<file path="src/rtl/hopfield_phase_controller_if.sv">
// Command and result handshake bundle between the host logic and hopfield_phase_controller.
interface hopfield_phase_controller_if #(
  parameter int CNT_W = 16
);
  logic             cmd_valid;
  logic             cmd_ready;
  logic             cmd_learn;
  logic [3:0]       cmd_pattern;
  logic             res_valid;
  logic             res_ready;
  logic [6:0]       res_pattern;
  logic             res_converged;
  logic [CNT_W-1:0] res_cycles;

  modport slave (
    input  cmd_valid, cmd_learn, cmd_pattern, res_ready,
    output cmd_ready, res_valid, res_pattern, res_converged, res_cycles
  );

  modport master (
    output cmd_valid, cmd_learn, cmd_pattern, res_ready,
    input  cmd_ready, res_valid, res_pattern, res_converged, res_cycles
  );
endinterface

</file>
<file path="src/rtl/hopfield_phase_controller.sv">
// Learn/recall sequencer for the 7-neuron Hopfield network with spike-settle detection.
// Optional settle timeout is compiled in with HOPFIELD_SETTLE_TIMEOUT_EN.
module hopfield_phase_controller #(
  parameter int LEARN_CYCLES   = 64,
  parameter int CUE_CYCLES     = 16,
  parameter int WIN_CYCLES     = 8,
  parameter int STABLE_WINDOWS = 3,
  parameter int MAX_SETTLE     = 1024,
  parameter int CNT_W          = 16
) (
  input  logic                         clk,
  input  logic                         reset,
  hopfield_phase_controller_if.slave   host,
  input  logic                         abort,
  output logic                         net_inject,
  output logic                         net_learn,
  output logic [3:0]                   net_pattern,
  input  logic [6:0]                   net_spikes,
  output logic                         busy
);

  localparam int PH_MAX = (LEARN_CYCLES > CUE_CYCLES) ? LEARN_CYCLES : CUE_CYCLES;
  localparam int PH_W   = $clog2(PH_MAX + 1);
  localparam int WP_W   = $clog2(WIN_CYCLES + 1);
  localparam int SW_EFF = (STABLE_WINDOWS < 1) ? 1 : STABLE_WINDOWS;
  localparam int SC_W   = $clog2(SW_EFF + 1);
  localparam logic [CNT_W-1:0] SETTLE_LIMIT = CNT_W'(MAX_SETTLE);
`ifdef HOPFIELD_SETTLE_TIMEOUT_EN
  localparam bit TIMEOUT_EN = 1'b1;
`else
  localparam bit TIMEOUT_EN = 1'b0;
`endif

  typedef enum logic [2:0] {IDLE, LEARN, CUE, SETTLE, REPORT} state_t;

  state_t           state_q, state_d;
  logic [3:0]       pat_q, pat_d;
  logic [PH_W-1:0]  phase_q, phase_d;
  logic [CNT_W-1:0] settle_q, settle_d;
  logic [WP_W-1:0]  wpos_q, wpos_d;
  logic [6:0]       acc_q, acc_d;
  logic [6:0]       prev_win_q, prev_win_d;
  logic             prev_valid_q, prev_valid_d;
  logic [SC_W-1:0]  stable_q, stable_d;
  logic [6:0]       res_pattern_q, res_pattern_d;
  logic             res_conv_q, res_conv_d;
  logic [CNT_W-1:0] res_cycles_q, res_cycles_d;

  logic [CNT_W-1:0] settle_inc;
  logic [6:0]       win_now;
  logic             win_done;
  logic             conv_now;

  always_ff @(posedge clk or posedge reset) begin
    if (reset) begin
      state_q       <= IDLE;
      pat_q         <= '0;
      phase_q       <= '0;
      settle_q      <= '0;
      wpos_q        <= '0;
      acc_q         <= '0;
      prev_win_q    <= '0;
      prev_valid_q  <= 1'b0;
      stable_q      <= '0;
      res_pattern_q <= '0;
      res_conv_q    <= 1'b0;
      res_cycles_q  <= '0;
    end else begin
      state_q       <= state_d;
      pat_q         <= pat_d;
      phase_q       <= phase_d;
      settle_q      <= settle_d;
      wpos_q        <= wpos_d;
      acc_q         <= acc_d;
      prev_win_q    <= prev_win_d;
      prev_valid_q  <= prev_valid_d;
      stable_q      <= stable_d;
      res_pattern_q <= res_pattern_d;
      res_conv_q    <= res_conv_d;
      res_cycles_q  <= res_cycles_d;
    end
  end

  always_comb begin
    state_d       = state_q;
    pat_d         = pat_q;
    phase_d       = phase_q;
    settle_d      = settle_q;
    wpos_d        = wpos_q;
    acc_d         = acc_q;
    prev_win_d    = prev_win_q;
    prev_valid_d  = prev_valid_q;
    stable_d      = stable_q;
    res_pattern_d = res_pattern_q;
    res_conv_d    = res_conv_q;
    res_cycles_d  = res_cycles_q;
    conv_now      = 1'b0;
    settle_inc    = (settle_q == '1) ? settle_q : settle_q + 1'b1;
    win_now       = acc_q | net_spikes;
    win_done      = (wpos_q == WP_W'(WIN_CYCLES - 1));

    case (state_q)
      IDLE: begin
        if (host.cmd_valid) begin
          pat_d   = host.cmd_pattern;
          phase_d = '0;
          state_d = host.cmd_learn ? LEARN : CUE;
        end
      end
      LEARN: begin
        if (phase_q == PH_W'(LEARN_CYCLES - 1)) begin
          phase_d       = '0;
          state_d       = REPORT;
          res_pattern_d = '0;
          res_conv_d    = 1'b1;
          res_cycles_d  = CNT_W'(LEARN_CYCLES);
        end else begin
          phase_d = phase_q + 1'b1;
        end
      end
      CUE: begin
        if (phase_q == PH_W'(CUE_CYCLES - 1)) begin
          phase_d      = '0;
          state_d      = SETTLE;
          settle_d     = '0;
          wpos_d       = '0;
          acc_d        = '0;
          prev_win_d   = '0;
          prev_valid_d = 1'b0;
          stable_d     = '0;
        end else begin
          phase_d = phase_q + 1'b1;
        end
      end
      SETTLE: begin
        settle_d = settle_inc;
        // The first completed window only seeds the comparison reference.
        if (win_done) begin
          wpos_d       = '0;
          acc_d        = '0;
          prev_win_d   = win_now;
          prev_valid_d = 1'b1;
          if (prev_valid_q) begin
            if (win_now == prev_win_q) begin
              stable_d = stable_q + 1'b1;
              conv_now = (stable_q == SC_W'(SW_EFF - 1));
            end else begin
              stable_d = '0;
            end
          end
        end else begin
          wpos_d = wpos_q + 1'b1;
          acc_d  = win_now;
        end
        if (conv_now) begin
          state_d       = REPORT;
          res_pattern_d = win_now;
          res_conv_d    = 1'b1;
          res_cycles_d  = settle_inc;
        end else if (TIMEOUT_EN && settle_inc == SETTLE_LIMIT) begin
          state_d       = REPORT;
          res_pattern_d = win_done ? win_now : prev_win_q;
          res_conv_d    = 1'b0;
          res_cycles_d  = SETTLE_LIMIT;
        end
      end
      REPORT: begin
        if (host.res_ready) begin
          state_d       = IDLE;
          res_pattern_d = '0;
          res_conv_d    = 1'b0;
          res_cycles_d  = '0;
        end
      end
      default: state_d = IDLE;
    endcase

    // Abort overrides every transition above, including the result handshake.
    if (abort && state_q != IDLE) begin
      state_d       = IDLE;
      pat_d         = '0;
      phase_d       = '0;
      settle_d      = '0;
      wpos_d        = '0;
      acc_d         = '0;
      prev_win_d    = '0;
      prev_valid_d  = 1'b0;
      stable_d      = '0;
      res_pattern_d = '0;
      res_conv_d    = 1'b0;
      res_cycles_d  = '0;
    end
  end

  assign host.cmd_ready     = (state_q == IDLE);
  assign busy               = (state_q != IDLE);
  assign net_inject         = (state_q == LEARN) || (state_q == CUE);
  assign net_learn          = (state_q == LEARN);
  assign net_pattern        = net_inject ? pat_q : 4'b0000;
  assign host.res_valid     = (state_q == REPORT);
  assign host.res_pattern   = res_pattern_q;
  assign host.res_converged = res_conv_q;
  assign host.res_cycles    = res_cycles_q;

endmodule
</file>
<file path="src/flat_wrapper.sv">
// flat-port wrapper written by rule: the top's interface ports become plain ports
module hopfield_phase_controller_flat 
#(
  parameter int LEARN_CYCLES   = 64,
  parameter int CUE_CYCLES     = 16,
  parameter int WIN_CYCLES     = 8,
  parameter int STABLE_WINDOWS = 3,
  parameter int MAX_SETTLE     = 1024,
  parameter int CNT_W          = 16
)
  (clk, reset, abort, net_inject, net_learn, net_pattern, net_spikes, busy, host_cmd_valid, host_cmd_learn, host_cmd_pattern, host_res_ready, host_cmd_ready, host_res_valid, host_res_pattern, host_res_converged, host_res_cycles);
  hopfield_phase_controller_if #(.CNT_W(CNT_W)) host_i ();
  input  logic clk;
  input  logic reset;
  input  logic abort;
  output logic net_inject;
  output logic net_learn;
  output logic [3:0] net_pattern;
  input  logic [6:0] net_spikes;
  output logic busy;
  input wire logic [$bits(host_i.cmd_valid)-1:0] host_cmd_valid;
  input wire logic [$bits(host_i.cmd_learn)-1:0] host_cmd_learn;
  input wire logic [$bits(host_i.cmd_pattern)-1:0] host_cmd_pattern;
  input wire logic [$bits(host_i.res_ready)-1:0] host_res_ready;
  output wire logic [$bits(host_i.cmd_ready)-1:0] host_cmd_ready;
  output wire logic [$bits(host_i.res_valid)-1:0] host_res_valid;
  output wire logic [$bits(host_i.res_pattern)-1:0] host_res_pattern;
  output wire logic [$bits(host_i.res_converged)-1:0] host_res_converged;
  output wire logic [$bits(host_i.res_cycles)-1:0] host_res_cycles;
  assign host_i.cmd_valid = host_cmd_valid;
  assign host_i.cmd_learn = host_cmd_learn;
  assign host_i.cmd_pattern = host_cmd_pattern;
  assign host_i.res_ready = host_res_ready;
  assign host_cmd_ready = host_i.cmd_ready;
  assign host_res_valid = host_i.res_valid;
  assign host_res_pattern = host_i.res_pattern;
  assign host_res_converged = host_i.res_converged;
  assign host_res_cycles = host_i.res_cycles;
  hopfield_phase_controller #(.LEARN_CYCLES(LEARN_CYCLES), .CUE_CYCLES(CUE_CYCLES), .WIN_CYCLES(WIN_CYCLES), .STABLE_WINDOWS(STABLE_WINDOWS), .MAX_SETTLE(MAX_SETTLE), .CNT_W(CNT_W)) u_core (.clk(clk), .reset(reset), .host(host_i), .abort(abort), .net_inject(net_inject), .net_learn(net_learn), .net_pattern(net_pattern), .net_spikes(net_spikes), .busy(busy));
endmodule
</file>
<file path="config.mk">
export PLATFORM = sky130hd
export DESIGN_NAME = hopfield_phase_controller_flat
export DESIGN_NICKNAME = d
export VERILOG_FILES = /design/src/rtl/hopfield_phase_controller_if.sv /design/src/rtl/hopfield_phase_controller.sv /design/src/flat_wrapper.sv
export SDC_FILE = /design/constraint.sdc
export NUM_CORES = 1
export LEC_CHECK = 0
export CORE_ASPECT_RATIO = 1.2
export CORE_MARGIN = 10
export CORE_UTILIZATION = 35
export CTS_CLUSTER_SIZE = 25
export DETAILED_ROUTE_END_ITERATION = 12
export HOLD_SLACK_MARGIN = 0.12
export PLACE_DENSITY = 0.55
export REMOVE_ABC_BUFFERS = 1
export SKIP_CTS_REPAIR_TIMING = 1
export SLEW_MARGIN = 20
export SYNTH_ARGS = -nofsm -noshare
export SYNTH_HDL_FRONTEND = slang
export SYNTH_SLANG_ARGS = --single-unit
</file>
<file path="constraint.sdc">
create_clock -name clk -period 3.5 [get_ports clk]
set_input_delay 0.875 -clock clk [delete_from_list [all_inputs] [get_ports clk]]
set_output_delay 0.875 -clock clk [all_outputs]
set_load 0.03 [all_outputs]
</file>
Word level (Yosys, flattened, before mapping)
Index checks and enable logic that the tools add are counted.
{"block": "word_totals", "input_bits": 17, "word_cells": 111, "register_bits": 75, "out_inout_bits": 33}
{"block": "op_classes", "n_addsub": 4, "muxes": 61, "bitwise": 1, "eq_ne": 17, "n_reduce_logical": 16}
{"op": "16-bit 2-to-1 mux", "n": 7}
{"op": "7-bit 2-to-1 mux", "n": 13}
{"op": "16-bit one-hot mux with 3 select lines", "n": 1}
{"op": "7-bit one-hot mux with 3 select lines", "n": 2}
{"op": "16-bit one-hot mux with 2 select lines", "n": 1}
{"op": "4-bit 2-to-1 mux", "n": 7}
{"op": "7-bit one-hot mux with 2 select lines", "n": 2}
{"op": "3-bit 2-to-1 mux", "n": 6}
{"op": "16-bit by 1-bit adder with 16-bit output (second input constant)", "n": 1}
{"op": "16-bit equality test (second input constant)", "n": 1}
{"op": "3-bit by 1-bit != test with 1-bit output (second input constant)", "n": 5}
{"op": "3-bit one-hot mux with 5 select lines", "n": 1}
{"op": "2-bit 2-to-1 mux", "n": 6}
{"op": "1-bit 2-to-1 mux", "n": 11}
{"op": "4-bit one-hot mux with 2 select lines", "n": 1}
{"op": "4-bit AND reduction", "n": 2}
{"op": "4-bit nonzero test", "n": 2}
{"op": "7-bit by 1-bit adder with 7-bit output (second input constant)", "n": 1}
{"op": "7-bit by 4-bit equality test with 1-bit output (second input constant)", "n": 1}
{"op": "7-bit by 6-bit equality test with 1-bit output (second input constant)", "n": 1}
{"op": "7-bit equality test", "n": 1}
{"op": "7-bit bitwise OR", "n": 1}
{"op": "3-bit by 2-bit equality test with 1-bit output (second input constant)", "n": 2}
{"op": "3-bit by 2-bit != test with 1-bit output (second input constant)", "n": 2}
{"op": "17 further kinds", "n": 21}

Depth between registers and ports, before layout
Gate-level depths: netlist of run 1.
{"block": "depth", "ltp_word": 9, "mapped_depth": 8, "mapped_depth_nobuf": 6}

Worst setup path after synthesis of run 1
No wires, ideal clock.
{"block": "synth_timing", "path_type": "register -> output", "start": "register u_core.state_q[0]", "end": "output net_learn", "path_buffers": 2, "stages_incl_launch_ff": 4, "required_time_ns": 2.625, "t_arrival_ns": 1.471, "path_slack_ns": 1.154, "path_cell_list": "dfrtp_1 > buf_2 > clkbuf_1 > nor3b_1"}
{"block": "synth_between", "elab_chain_len": 1}
{"element": "from (decl)", "line": "hopfield_phase_controller.sv:36", "rtl": "state_t state_q, state_d;"}
{"element": "from (signal assigned)", "line": "hopfield_phase_controller.sv:69", "rtl": "state_q <= state_d;"}
{"element": "3-bit by 1-bit equality test with 1-bit output", "line": "hopfield_phase_controller.sv:198", "rtl": "assign net_learn = (state_q == LEARN);"}
{"element": "to (decl)", "line": "flat_wrapper.sv:17", "rtl": "output logic net_learn;"}
Every way passes these cells.

Worst setup path after layout of run 1
{"block": "layout_timing", "start": "register u_core.state_q[0]", "end": "output net_pattern[3]"}
{"block": "layout_between", "elab_chain_len": 3, "elab_cells_between_ends": 4, "cone_classes": "eq/ne (2); mux (1); reduce/logical (1)"}
{"element": "3-bit by 1-bit equality test with 1-bit output or 3-bit by 2-bit equality test with 1-bit output (tied branches)", "line": "hopfield_phase_controller.sv:197", "rtl": "assign net_inject = (state_q == LEARN) || (state_q == CUE);"}
{"element": "1-bit logical OR *", "line": "hopfield_phase_controller.sv:197"}
{"element": "4-bit 2-to-1 mux *", "line": "hopfield_phase_controller.sv:199", "rtl": "assign net_pattern = net_inject ? pat_q : 4'b0000;"}
{"element": "to (decl)", "line": "flat_wrapper.sv:18", "rtl": "output logic [3:0] net_pattern;"}
Mark *: on every way between the ends. The rest lies on a longest branch, timed or not.

==> results of run 1 <==
[metal layers]
metal,track usage,vias to the layer above,share of wire
met2,0.192,63,0.47
met4,0.0585,0,0.016
met5,0,-,0
met3,0.0319,11,0.049
met1,0.173,1570,0.47
li1,-,1569,-
[cells in the final DEF (no fill, tap or decap), types with 5 or more instances in the layout]
| cell type | Yosys | final |
|---|---|---|
| o2bb2ai_1 | 24 | 24 |
| nand2b_1 | 5 | 5 |
| nand2_1 | 25 | 25 |
| o21ai_0 | 34 | 34 |
| clkdlybuf4s50_1 | 0 | 49 |
| o21a_1 | 10 | 10 |
| clkbuf_16 | 0 | 9 |
| a22o_1 | 16 | 16 |
| buf_4 | 0 | 7 |
| a21oi_1 | 18 | 18 |
| inv_1 | 9 | 8 |
| nor2_1 | 30 | 30 |
| nand4_1 | 6 | 6 |
| dfrtp_1 | 75 | 75 |
| nor3_1 | 16 | 16 |
| o21ai_1 | 7 | 6 |
| nor3b_1 | 6 | 6 |
| and2_1 | 5 | 5 |
| nand3_1 | 13 | 13 |
[path summary, 6_finish.rpt]
kind	from	endpoint	slack, ns	cells past startpoint
max in group asynchronous	reset	u_core.host.res_cycles[11]	2.22	3
min in group asynchronous	reset	u_core.phase_q[1]	0.95	3
setup reg to reg	u_core.phase_q[0]	u_core.acc_q[0]	1.12	6
setup / recovery	u_core.state_q[0]	net_pattern[3]	0.40	4
hold reg to reg	u_core.stable_q[0]	u_core.stable_q[0]	0.48	1
hold / removal	u_core.stable_q[0]	u_core.stable_q[0]	0.48	1
[registers in the layout (all words and copies together) (netlist names)]
name and cells:
u_core.stable_q 2, u_core.settle_q 16, u_core.pat_q 4, u_core.acc_q 7, u_core.host.res_pattern 7, u_core.prev_valid_q 1
u_core.host.res_cycles 16, u_core.phase_q 7, u_core.wpos_q 4, u_core.host.res_converged 1, u_core.state_q 3, u_core.prev_win_q 7
[power by group]
part / switching [mW] / internal [mW] / total, mW / leakage [nW]
clock network: 0.336 / 0.586 / 0.922 / 0.146
registers: 0.0977 / 0.944 / 1.04 / 1.03
logic: 0.453 / 0.285 / 0.738 / 0.854
total: 0.887 / 1.82 / 2.70 / 2.03
[worst max-delay path, delay by kind of cell, from the launching register on]
family / cells / cell delay, ns
compound gates: 1 / 0.21
buf+inv: 1 / 0.67
flops: 1 / 0.64
simple gates: 2 / 0.37
[layout make-up]
cell class	instances	area, um2	share of cell area
tap	132	165	0.0343
sequential	75	1880	0.390
inverter	9	33.8	0.00702
clock buffer	13	260	0.0541
timing repair buffer	57	563	0.117
clock inverter	2	35.0	0.00728
multi-input combinational	290	1880	0.390
[kinds of logic (layout without fill, tap and decap cells)]
kind of cell,Yosys count,count (layout),share of synthesized area
AOI/OAI and AO/OA,140,140,0.251
and+or+nand+nor,134,134,0.188
DFF,75,75,0.482
buffers and inverters,30,81,0.0372
xor gates and xnor gates,6,6,0.0135
muxes,6,6,0.0164
adders and majority gates,4,4,0.0128
==> results.md, run 1 <==
* Std cell rows at 42
* WP data arrival at 2.22 ns
* Tightest Pin Transition at 0.676 ns
* Vias in the first global route at 3,204
* Die X at 116 um
* Initial Util at 0.355
* Antenna violations before repair at 0
* Cells along the critical path: nor2b_1, o21ba_2, and2_1, clkdlybuf4s50_1
* Critical path's slowest cell: clkdlybuf4s50_1
* Status: completed
* Final worst slack at 0.400 ns
* Routed Wire Length at 9890 um
* RSZ-0062 raised after global routing: false
* Register area share after synthesis at 0.482
* GR Overflow Total at 0
* Gr usage total at 0.130
* Most common flop cell mapped by yosys: dfrtp_1
* Avg Cell Area, Syn at 9.86 um2
* Max cap viols at 0
* Most area-hungry cell type in the Yosys netlist: dfrtp_1
* Share of cells above drive strength 1 at 0.101
* Critical Path Start Type: register
* Leakage at 2.03 nW
* Top cell type's share of synthesized area at 0.482
* Final setup fails at 0
* Share of flip-flops with an asynchronous set or reset at 1.00
* Top-Level Pins at 50
* Core Region at 11,000 um2
* Fin crit period at 3.10 ns
* Final Cycle Share at 0.886
* IO buf count at 49
* Worst min path class: register to register
* VDD IR max at 0.256 mV
* Synth Register Bits at 75
* Clk Latency, worst-skew pair at 0.33 ns
* GPL Wtd Cong at 0.760
* EDFF count, synth at 0
* Peak Freq at 0.323 GHz
* Worst Skew at 0.00373 ns
* Global-route wire length before repair at 16,300 um
* DR pass1 iterations at 4
* Most frequent cells after synthesis: dfrtp_1, o21ai_0, nor2_1
* Largest net degree at the start of global routing at 76
* Most numerous cell in the Yosys netlist: dfrtp_1
* Ys Warns at 0
* Final instance area at 4810 um2
* Maximum fanout along the worst path at 19
* Antenna viol nets, final at 0
* Non-Filler Instances at 578
* DIE AREA at 15,800 um2
* Post-synthesis cell area at 3900 um2
* TritonCTS clock tree: built
* Vias/cell at 5.56
* # fillers at 1,040
* Initial DRC Count at 168
* Worst Setup Path Type: register to output port
* # H-tree levels at 3
* Inserted Clock Buffers at 9
* Synth unique cells at 60
* Pins Over Slew Limit at 0
* Post-DP HPWL at 6810 um
* Die height at 136 um
* Setup crit end kind: output port
* Final Hold Viols at 0
* Power Total at 2.70 mW
* # diodes at 0
* WHS at 0.479 ns
* Worst path max stage delay at 0.67 ns
* CP required at 2.62 ns
* Nets@finish at 463
* Clk slew on worst S/H paths at 0.05 ns
* Finished Core Util at 0.438
* Detailed-route wire length per cell at 17.1 um
* Power per Cell Area at 562 nW/um2
* Vias at 3,213
* Placed cell areas at 4520 um2
* Clock sinks at 75
* Post-Syn Instances at 395
* Synth area leaders: dfrtp_1, o2bb2ai_1, o21ai_0
* Setup TNS Final at 0 ns
* Placed Instances at 563
* CTS root buf: clkbuf_16
* Place WS at 0.401 ns
* P&R area growth vs syn at 23.5%
* Slew headroom at 0.549
* Worst-case clock buffer depth at 2
* DRC at 0
(Power assumes the default switching activity.)
==> inputs of run 2 (changes only) <==
--- a/config.mk
+++ b/config.mk
@@ -11,7 +11,7 @@
 export CTS_CLUSTER_SIZE = 25
 export DETAILED_ROUTE_END_ITERATION = 12
 export HOLD_SLACK_MARGIN = 0.12
-export PLACE_DENSITY = 0.55
+export PLACE_DENSITY = 0.51
 export REMOVE_ABC_BUFFERS = 1
 export SKIP_CTS_REPAIR_TIMING = 1
 export SLEW_MARGIN = 20
==> constraint.sdc (replaced) <==
create_clock -name clk -period 3.5 [get_ports clk]
set_input_delay 0.875 -clock clk [delete_from_list [all_inputs] [get_ports clk]]
set_output_delay 0.875 -clock clk [all_outputs]
set_load 0.05 [all_outputs]
==> run 2 against run 1 <==
First-iteration DRC count decreased by 7.1%. Clock skew about the same. Clock power decreased by 0.7%. Cell area about the same. Sequential power about the same. Worst setup slack got worse by 0.14 ns. Register-to-register slack improved by 0.14 ns. Die area unchanged. Clock-buffer cell count increased by 1. Largest power group unchanged.
==> results.md, run 2 (synthesis gave the netlist of run 1 again) <==
* Status: completed
* Critical Path Start Type: register
* Leakage at 2.03 nW
* RSZ-0062 raised after global routing: false
* Die X at 116 um
* Final worst slack at 0.265 ns
* GPL Wtd Cong at 0.783
* Inserted Clock Buffers at 9
* DIE AREA at 15,800 um2
* Post-DP HPWL at 6980 um
* Worst Reg2Reg Path Length in Cells at 6
* Pins Over Slew Limit at 0
* Leading cell type in the layout, fill and taps excluded: dfrtp_1
* CP required at 2.62 ns
* Crit path launch: u_core.state_q[0]
* Critical path capture point: net_pattern[1]
* Setup crit end kind: output port
* M1 GR Usage at 0.177
* Power per Cell Area at 575 nW/um2
* Routed Wire Length at 9830 um
* Global-route wire length before repair at 16,700 um
* Worst min path class: register to register
* Initial Util at 0.355
* DRC at 0
* Place WS at 0.516 ns
* Clk slew on worst S/H paths at 0.06 ns
* Placed Instances at 565
* Tightest Pin Transition at 0.686 ns
* IO buf count at 49
* P&R area growth vs syn at 23.4%
* Met3 global-route usage at 0.0363
* TritonCTS clock tree: built
* # fillers at 1,087
* Std cell rows at 42
* Final setup fails at 0
* Final Hold Viols at 0
* Area of the multi-input gates at 1880 um2
* Vias/cell at 5.47
* Detailed-route wire length per cell at 16.9 um
* M2 GR Usage at 0.201
* # H-tree levels at 3
* R2R Setup Slk at 1.26 ns
* Maximum fanout along the worst path at 19
* Vias at 3,179
* Register Area at 1880 um2
* Initial DRC Count at 156
* Worst-case clock buffer depth at 2
* Largest net degree at the start of global routing at 30
* Slew headroom at 0.543
* Fin crit period at 3.24 ns
* # diodes at 0
* Clk Latency, worst-skew pair at 0.33 ns
* Vias in the first global route at 3,238
* Core Region at 11,000 um2
* WP data arrival at 2.36 ns
* Gr busiest metal: met2
* VDD IR max at 0.242 mV
* Reg2Reg Capture Point: u_core.host.res_cycles[12]
* CTS root buf: clkbuf_16
* Peak Freq at 0.309 GHz
* Worst r2r src: u_core.settle_q[0]
* Worst Setup Path Type: register to output port
* Non-Filler Instances at 581
* GR Overflow Total at 0
* Setup TNS Final at 0 ns
* Antenna viol nets, final at 0
* DR pass1 iterations at 4
* Nets@finish at 465
* Final Cycle Share at 0.924
* Share of cells above drive strength 1 at 0.102
* Antenna violations before repair at 0
* Die height at 136 um
* Top-Level Pins at 50
* Max cap viols at 0
* Worst Skew at 0.00423 ns
* Clock sinks at 75
* Most frequent cells in the layout: dfrtp_1, clkdlybuf4s50_1, o21ai_0, nor2_1, nand2_1
* Gr usage total at 0.132
## run 2: cell types whose count changed in the layout (fill, tap and decap cells not counted), sizes merged
cell    change
buf         +2
clkbuf      +1
## run 2: where the power goes
| part | internal [mW] | total (mW) | leakage (nW) | switching, mW |
|---|---|---|---|---|
| Clock | 0.572 | 0.916 | 0.141 | 0.344 |
| Combinational | 0.288 | 0.813 | 0.858 | 0.525 |
| Sequential | 0.944 | 1.04 | 1.03 | 0.0919 |
## run 2: final cells by class
cell class,count,share of cell area
clock buffers,14,0.0528
clock inverters,2,0.00729
inverters,9,0.00703
multi-input cells,290,0.391
flip-flops and latches,75,0.390
well taps,132,0.0343
repair buffers,59,0.118
## run 2: stage by stage
stage          hold slack (ns)  total power, mW   util  cell area [um2]
2_1_floorplan            0.451             1.58      -             3780
3_3_place_gp             0.474             1.87  0.411             4520
3_5_place_dp             0.479             1.87  0.411             4520
4_1_cts                  0.496             2.80  0.438             4810
5_1_grt                  0.513             2.93  0.438             4810
6_report                 0.486             2.77  0.438             4810
## run 2: worst max-delay path, stage by stage, from the launching register on
cell and delay [ns]:
dfrtp_1 0.65, nor2b_1 0.23, o21ba_2 0.21, and2_1 0.13, clkdlybuf4s50_1 0.80
## run 2: layer usage
layer,up-vias,wire [um]
met2,55,4500
met5,-,0
met3,10,506
met1,1545,4730
li1,1569,-
met4,0,92
## run 2: worst min-delay path by stage
stage | start | endpoint | slack (ns) | depth (start not counted)
3_5_place_dp | u_core.host.res_cycles[10] | u_core.host.res_cycles[10] | 0.48 | 1
5_1_grt | u_core.host.res_cycles[1] | u_core.host.res_cycles[1] | 0.51 | 1
3_3_place_gp | u_core.host.res_cycles[4] | u_core.host.res_cycles[4] | 0.47 | 1
6_report | u_core.host.res_cycles[1] | u_core.host.res_cycles[1] | 0.49 | 1
2_1_floorplan | u_core.stable_q[0] | u_core.stable_q[0] | 0.45 | 1
4_1_cts | u_core.pat_q[3] | u_core.pat_q[3] | 0.50 | 1
==> inputs of run 3 (changes only) <==
--- a/config.mk
+++ b/config.mk
@@ -7,11 +7,11 @@
 export LEC_CHECK = 0
 export CORE_ASPECT_RATIO = 1.2
 export CORE_MARGIN = 10
-export CORE_UTILIZATION = 35
+export CORE_UTILIZATION = 25
 export CTS_CLUSTER_SIZE = 25
 export DETAILED_ROUTE_END_ITERATION = 12
 export HOLD_SLACK_MARGIN = 0.12
-export PLACE_DENSITY = 0.51
+export PLACE_DENSITY = 0.38
 export REMOVE_ABC_BUFFERS = 1
 export SKIP_CTS_REPAIR_TIMING = 1
 export SLEW_MARGIN = 20
==> run 3 against run 2 <==
Die area grew 33%. Clock power up 23%. Flip-flop and latch count unchanged. Sequential power hardly changed. Critical path depth shrank 1. Via count is 0.85% higher. Global-route usage decreased by 2.2 points. Core utilization decreased by 11 points. Clock-buffer cell count shrank 2. Register-to-register slack lost 0.09 ns. Critical path type unchanged. Largest power group is now the clock network.
==> results.md, run 3 (synthesis gave the netlist of run 1 again) <==
* Nets@finish at 465
* Critical Path Start Type: register
* Die height at 157 um
* Leakage at 2.08 nW
* Worst min path class: register to register
* Maximum fanout along the worst path at 14
* RSZ-0062 raised after global routing: false
* Worst-case clock buffer depth at 2
* Fin crit period at 3.16 ns
* Vias/cell at 4.91
* Max cap viols at 0
* WP data arrival at 2.29 ns
* Final instance area at 4980 um2
* CP required at 2.62 ns
* Final Cycle Share at 0.904
* Cells along the critical path: or3_1, inv_1, clkdlybuf4s50_1
* # H-tree levels at 3
* Final Hold Viols at 0
* CTS root buf: clkbuf_16
* Worst Setup Path Type: register to output port
* Global-route wire length before repair at 18,600 um
* Die X at 134 um
* TritonCTS clock tree: built
* Peak Freq at 0.316 GHz
* Core Region at 15,100 um2
* Largest net degree at the start of global routing at 50
* Initial DRC Count at 207
* Share of cells above drive strength 1 at 0.111
* Pins Over Slew Limit at 0
* Placed Instances at 637
* Most frequent cells in the layout: dfrtp_1, clkdlybuf4s50_1, o21ai_0, nor2_1, nand2_1
* Antenna viol nets, final at 0
* Slew headroom at 0.520
* DRC at 0
* Top-Level Pins at 50
* Placed cell areas at 4620 um2
* IO buf count at 49
* Vias in the first global route at 3,330
* Final setup fails at 0
* Gr usage total at 0.109
* GPL Wtd Cong at 0.757
* # diodes at 0
* Routed Wire Length at 11,100 um
* Worst Skew at 0.00568 ns
* GR Overflow Total at 0
* DIE AREA at 21,000 um2
* Clock sinks at 75
* DR pass1 iterations at 4
* VDD IR max at 0.216 mV
* Initial Util at 0.257
* Critical path's slowest cell: clkdlybuf4s50_1
* Leading cell type in the layout, fill and taps excluded: dfrtp_1
* Non-Filler Instances at 653
* P&R area growth vs syn at 27.9%
* Setup TNS Final at 0 ns
* Antenna violations before repair at 0
* Post-DP HPWL at 7640 um
* Power per Cell Area at 601 nW/um2
* Detailed-route wire length per cell at 17.0 um
* Setup crit end kind: output port
* Tightest Pin Transition at 0.720 ns
* Std cell rows at 49
* Clk slew on worst S/H paths at 0.06 ns
* Vias at 3,206
* Clk Latency, worst-skew pair at 0.34 ns
* Status: completed
* Inserted Clock Buffers at 9
* Worst path max stage delay at 0.80 ns
[run 3: worst max-delay path: cells and delay by family, from the launching register on]
kind | cells | cell delay (ns)
AND/OR/NAND/NOR | 1 | 0.54
flip-flops | 1 | 0.53
buffers and inverters | 2 | 0.88
[run 3: metrics by stage]
| step | util | hold WS [ns] | setup slack [ns] | total power [mW] |
|---|---|---|---|---|
| floorplan | - | 0.451 | 0.404 | 1.58 |
| global placement | 0.305 | 0.472 | 0.471 | 1.89 |
| detailed placement | 0.305 | 0.473 | 0.378 | 1.89 |
| CTS | 0.329 | 0.490 | 0.317 | 3.04 |
| global route | 0.329 | 0.506 | 0.266 | 3.18 |
| finish | 0.329 | 0.485 | 0.335 | 3.00 |
[run 3: worst paths after layout]
check	from	end	slack, ns	cells past startpoint
worst min-delay path	u_core.stable_q[0]	u_core.stable_q[0]	0.49	1
worst max register to register	u_core.state_q[1]	u_core.host.res_cycles[12]	1.17	5
min in group asynchronous	reset	u_core.host.res_pattern[5]	0.93	2
worst min register to register	u_core.stable_q[0]	u_core.stable_q[0]	0.49	1
max in group asynchronous	reset	u_core.settle_q[14]	1.88	3
worst max-delay path	u_core.state_q[2]	host_cmd_ready	0.34	3
[run 3: final cells by class]
type | count | area [um2]
clock buffer | 12 | 267
timing repair buffer | 59 | 578
sequential | 75 | 1880
fill | 1579 | 10200
multi-input combinational | 290 | 1880
clock inverter | 4 | 95.1
inverter | 9 | 33.8
tap | 204 | 255
[run 3: power by group]
part	total, mW	switching, mW	internal, mW
sequential	1.02	0.0738	0.944
clock	1.13	0.373	0.754
combinational	0.852	0.557	0.295
[run 3: metal layers]
layer | vias to the layer above | track usage | wire length, um
li1 | 1573 | - | -
met1 | 1572 | 0.146 | 5500
met2 | 48 | 0.168 | 4970
met3 | 13 | 0.0285 | 457
met4 | 0 | 0.0363 | 178
met5 | - | 0 | 0
